## src/rtl/param_mult.sv

```systemverilog
// Unsigned WIDTH_IN x WIDTH_IN array multiplier (ripple-carry rows of full adders)
// with a combinational product and a one-cycle registered copy plus valid flag.
module param_mult #(
    parameter int WIDTH_IN  = 8,
    parameter int WIDTH_OUT = 16
) (
    input  logic                 clk,
    input  logic                 reset,
    input  logic [WIDTH_IN-1:0]  a,
    input  logic [WIDTH_IN-1:0]  b,
    input  logic                 in_valid,
    output logic [WIDTH_OUT-1:0] y,
    output logic [WIDTH_OUT-1:0] y_q,
    output logic                 out_valid
);

    localparam int W  = WIDTH_IN;
    localparam int PW = 2 * WIDTH_IN;

    logic [W-1:0]  pp  [W];
    // acc[i] is the still-unsettled upper part of the running sum after row i
    logic [W-1:0]  acc [W];
    logic [PW-1:0] prod;

    genvar i, j;

    for (i = 0; i < W; i++) begin : g_pp
        assign pp[i] = a & {W{b[i]}};
    end

    assign prod[0] = pp[0][0];
    for (j = 0; j < W - 1; j++) begin : g_row0
        assign acc[0][j] = pp[0][j+1];
    end
    assign acc[0][W-1] = 1'b0;

    for (i = 1; i < W; i++) begin : g_row
        logic [W-1:0] sum;
        logic [W:0]   carry;

        assign carry[0] = 1'b0;
        for (j = 0; j < W; j++) begin : g_fa
            assign sum[j]     = acc[i-1][j] ^ pp[i][j] ^ carry[j];
            assign carry[j+1] = (acc[i-1][j] & pp[i][j])
                              | (acc[i-1][j] & carry[j])
                              | (pp[i][j]    & carry[j]);
        end

        assign prod[i] = sum[0];
        // final carry of the row becomes the top bit of the next accumulator
        if (W > 1) begin : g_shift
            assign acc[i] = {carry[W], sum[W-1:1]};
        end
    end

    assign prod[PW-1:W] = acc[W-1];

    if (WIDTH_OUT <= PW) begin : g_trunc
        assign y = prod[WIDTH_OUT-1:0];
    end else begin : g_zext
        assign y = {{(WIDTH_OUT-PW){1'b0}}, prod};
    end

    always_ff @(posedge clk) begin
        if (!reset) begin
            y_q       <= '0;
            out_valid <= 1'b0;
        end else if (in_valid) begin
            y_q       <= y;
            out_valid <= 1'b1;
        end else begin
            out_valid <= 1'b0;
        end
    end

endmodule

```

## config.mk

```make
export PLATFORM = sky130hd
export DESIGN_NAME = param_mult
export DESIGN_NICKNAME = d
export VERILOG_FILES = /design/src/rtl/param_mult.sv
export SDC_FILE = /design/constraint.sdc
export NUM_CORES = 1
export LEC_CHECK = 0
export BUFFER_PORTS_ARGS = -buffer_cell sky130_fd_sc_hd__buf_2
export CAP_MARGIN = 5
export CELL_PAD_IN_SITES_DETAIL_PLACEMENT = 1
export CELL_PAD_IN_SITES_GLOBAL_PLACEMENT = 1
export CORE_ASPECT_RATIO = 0.6
export CORE_MARGIN = 3
export CORE_UTILIZATION = 43
export CTS_BUF_LIST = sky130_fd_sc_hd__clkbuf_8
export DETAILED_ROUTE_END_ITERATION = 7
export GPL_ROUTABILITY_DRIVEN = 0
export PLACE_DENSITY = 0.89
export SLEW_MARGIN = 20
export SYNTH_ARGS = -nofsm -noshare
export SYNTH_HDL_FRONTEND = slang
export SYNTH_SLANG_ARGS = --single-unit
```

## constraint.sdc

```tcl
create_clock -name clk -period 11.2 [get_ports clk]
set_input_delay 0.56 -clock clk [delete_from_list [all_inputs] [get_ports clk]]
set_output_delay 0.56 -clock clk [all_outputs]
set_load 0.02 [all_outputs]
```

Word level (Yosys, flattened, before mapping). Cells that the tools add are included.

Register bits: 17. Bits in latches: 0. RAM bits: 0. Memory bits (read-only): 0. Input bits: 19. Output and inout port bits: 33. Logic and storage cells: 363. Memories: 0.

$add $sub $neg: 0. $mul: 0. Div/mod/pow operators: 0. Magnitude comparators: 0. Equality and inequality tests: 0. Shift operators: 0. Muxes and demuxes: 1. Bitwise logic cells: 360. Reduce and logical (&&, ||, !) cells: 0.

Operators by type and width (count): 1-bit bitwise AND (152); 1-bit bitwise XOR (104); 1-bit bitwise OR (96); 8-bit bitwise AND (8); 1-bit two-way mux (1).

Longest topological paths before layout.
Depth in word-level cells: 52. Gate-level depth with buffers: 36. Mapped depth without buffers: 36.

Worst setup path after synthesis. No wires, ideal clock.

Path type: input to output. Start point: input b[1]. End point: output y[14]. Arrival: 9.420 ns. Required time: 10.640 ns. Setup slack: 1.220 ns. Stages: 27. Buffers on the path: 0. Path through: and2_1 -> ha_1 -> fa_1 -> inv_1 -> fa_1 -> inv_1 -> fa_1 -> fa_1 -> fa_1 -> fa_1 -> fa_1 -> fa_1 -> fa_1 -> fa_1 -> inv_1 -> fa_1 -> inv_1 -> fa_1 -> fa_1 -> fa_1 -> inv_1 -> fa_1 -> fa_1 -> fa_1 -> fa_1 -> fa_1 -> inv_1.

Longest elaborated chain between the ends: 50. Elaborated cells on any way between the ends: 329. Those cells by class: 329 x bitwise.

Ends and longest elaborated chain: from (decl) (RTL line 10) `input logic [WIDTH_IN-1:0] b,`; 8-bit bitwise AND (*) (RTL line 28) `assign pp[i] = a & {W{b[i]}};`; 1-bit bitwise AND (RTL line 44) `assign carry[j+1] = (acc[i-1][j] & pp[i][j])`; 1-bit bitwise AND (RTL line 45) `| (acc[i-1][j] & carry[j])`; 1-bit bitwise OR (RTL line 45); 1-bit bitwise OR (RTL line 46) `| (pp[i][j] & carry[j]);`; 1-bit bitwise AND (RTL line 45); 1-bit bitwise OR (RTL line 45); 1-bit bitwise OR (RTL line 46); [34 not listed]; 1-bit bitwise OR (RTL line 46); 1-bit bitwise AND (RTL line 45); 1-bit bitwise OR (RTL line 45); 1-bit bitwise OR (RTL line 46); 1-bit bitwise AND (RTL line 45); 1-bit bitwise OR (RTL line 45); 1-bit bitwise OR (RTL line 46); 1-bit bitwise XOR (*) (RTL line 43) `assign sum[j] = acc[i-1][j] ^ pp[i][j] ^ carry[j];`; to (decl) (RTL line 12) `output logic [WIDTH_OUT-1:0] y,`.

Mark *: on every way between the ends. The rest lies on a longest branch, timed or not.

Worst setup path after layout. Ends and elaborated chain as after synthesis.

==> results.sh <==
export IMPL_status="complete, no violations"
export IMPL_grt_max_degree=26
export IMPL_postRouteAntennaNets=0
export IMPL_layout_setup_ws_ps=749.5
export IMPL_period_share=0.9331
export IMPL_die_w_um=98.76
export IMPL_hp_class="flip-flop to flip-flop"
export IMPL_multiInputGateArea_mm2=0.001655
export IMPL_synth_most_common_cell="fa_1"
export IMPL_synth_edf_count=0
export IMPL_final_util=0.5326
export IMPL_drive_gt1_frac=0.2111
export IMPL_skew_ps=0
export IMPL_portBuffers=51
export IMPL_required_ps=10640
export IMPL_maxCapViolations=0
export IMPL_end_kind="output pin"
export IMPL_start_util=0.4645
export IMPL_fin_crit_ps=10450
export IMPL_clk_pin_slew_ps=60
export IMPL_root_buffer="clkbuf_8"
export IMPL_crit_fanout=8
export IMPL_synthFlopType="dfxtp_1"
export IMPL_cts_tree="built"
export IMPL_syn_avg_cell_area_um2=10.09
export IMPL_cts_resized=0
export IMPL_grt_overflow=0
export IMPL_fillers=568
export IMPL_grt_setup_unrepaired="no"
export IMPL_grt_use_total=0.1799
export IMPL_drtIter0Drc=17
export IMPL_netlist_area_mm2=0.002220
export IMPL_syn_num_nets=295
export IMPL_synth_top_area_cell="fa_1"
export IMPL_slew_violations=0
export IMPL_worst_pin_slew_ps=525.8
export IMPL_critPathLaunchType="input port"
export IMPL_finalSetupTns_ps=0
export IMPL_dp_hpwl_um=4175
export IMPL_antenna_found_initial=0
export IMPL_wire_per_inst_um=14.01
export IMPL_ctsHoldBuffers=0
export IMPL_grt_first_pass_wirelength_um=8473
export IMPL_grt_pass1_vias=1769
export IMPL_critPathKind="input port to output pin"
export IMPL_cts_setup_buffers=0
export IMPL_hold_violations=0
export IMPL_wl_um=4666
export IMPL_timing_slew_headroom=0.6495
export IMPL_rows=19
export IMPL_cts_buffers=3
export IMPL_nNetsFinal=346
export IMPL_yosysSeqAreaShare=0.1533
export IMPL_synth_top_area_frac=0.4329
export IMPL_synthCells=220
export IMPL_synthTopCellsByArea="fa_1 (43%), dfxtp_1 (15%), and2_1 (12%)"
export IMPL_first_pass_iters=3
export IMPL_ys_async_sr_fraction=0
export IMPL_die_y_um=61.65
export IMPL_synth_commonest_cells="fa_1 (48), inv_1 (45), and2_1 (42)"
export IMPL_crit_arrival_ps=9890
export IMPL_dieArea_mm2=0.006088
export IMPL_core_area_mm2=0.004778
export IMPL_cts_sinks=17
export IMPL_viasPerCell=4.703
export IMPL_design_portCount=52
export IMPL_clock_tree_buffer_depth=2
export IMPL_synth_warnings=0
export IMPL_clock_latency_ps=250
export IMPL_place_worst_setup_slack_ps=668.7
export IMPL_num_antenna_cells=0
export IMPL_drcViolationCount=0
export IMPL_synthDistinctLibCells=17
export IMPL_vias=1566
export IMPL_regArea_um2=340.3
export IMPL_finalSetupViolations=0
export IMPL_syn_to_final_growth_pct=14.66
export IMPL_fmax_mhz=95.69
export IMPL_ys_seq_elements=17
export IMPL_cts_htree_levels=1
==> final timing paths <==
path,startpoint,slack [ps],cells after the start,end
worst max-delay path,b[1],750,27,y[14]
worst min-delay path,y_q[15],480,1,y_q[15]
worst max register to register,y_q[0],10440,2,y_q[0]
worst min register to register,y_q[15],480,1,y_q[15]
==> cells in the final DEF (no fill, tap or decap) <==
| cell | instances |
|---|---|
| nor2b_1 | 7 |
| mux2i_1 | 7 |
| o211a_1 | 8 |
| fa_1 | 48 |
| and2_1 | 42 |
| inv_1 | 45 |
| a22o_1 | 1 |
| nand2_1 | 30 |
| clkbuf_8 | 3 |
| ha_1 | 8 |
| clkinv_2 | 1 |
| and2_2 | 1 |
| and2b_2 | 1 |
| dfxtp_1 | 17 |
| buf_2 | 51 |
==> sequential cells by signal, summed over array words and instances, names as in the netlist <==
name       count
out_valid      1
y_q           16
==> kinds of logic after synthesis <==
group,count (synthesis),share of synthesized area
flip-flops,17,0.1533
AND/OR/NAND/NOR,81,0.1962
AO/OA/AOI/OAI,9,0.04002
buffers and inverters,50,0.1009
multiplexers,7,0.03157
adder cells (fa/ha/maj),56,0.4780
==> metrics by stage <==
step	hold WS, ps	cells	instance area (um2)
2_1_floorplan	589.3	220	2220
3_3_place_gp	457.4	329	2499
3_5_place_dp	465.9	329	2499
4_1_cts	481.4	333	2545
5_1_grt	494.9	333	2545
6_report	478.0	333	2545
==> layout make-up <==
class,count,share of cell area
clock inverters,1,0.001967
inverters,45,0.06637
well taps,63,0.03097
clock buffers,3,0.01622
multi-input cells,153,0.6504
flip-flops and latches,17,0.1337
repair buffers,51,0.1003
==> metal layers <==
layer / global-route usage / vias up / share of wire
met5: 0 / - / 0
met4: 0.02918 / 0 / 0.0086
met3: 0.04412 / 6 / 0.048
met2: 0.3197 / 36 / 0.49
met1: 0.2330 / 779 / 0.46
li1: - / 745 / -
==> critical path, stage by stage <==
cell    delay [ps]
buf_2          140
and2_1         170
ha_1           210
fa_1           420
inv_1           90
fa_1           160
inv_1           50
fa_1           440
fa_1           510
fa_1           410
fa_1           470
fa_1           470
fa_1           580
fa_1           440
fa_1           400
fa_1           440
fa_1           470
fa_1           550
inv_1           60
fa_1           430
fa_1           480
fa_1           450
fa_1           380
fa_1           380
fa_1           510
inv_1           50
buf_2          150
Power is not shown: default switching activity piles up to over one toggle a cycle in this logic, so the estimate is an artifact.
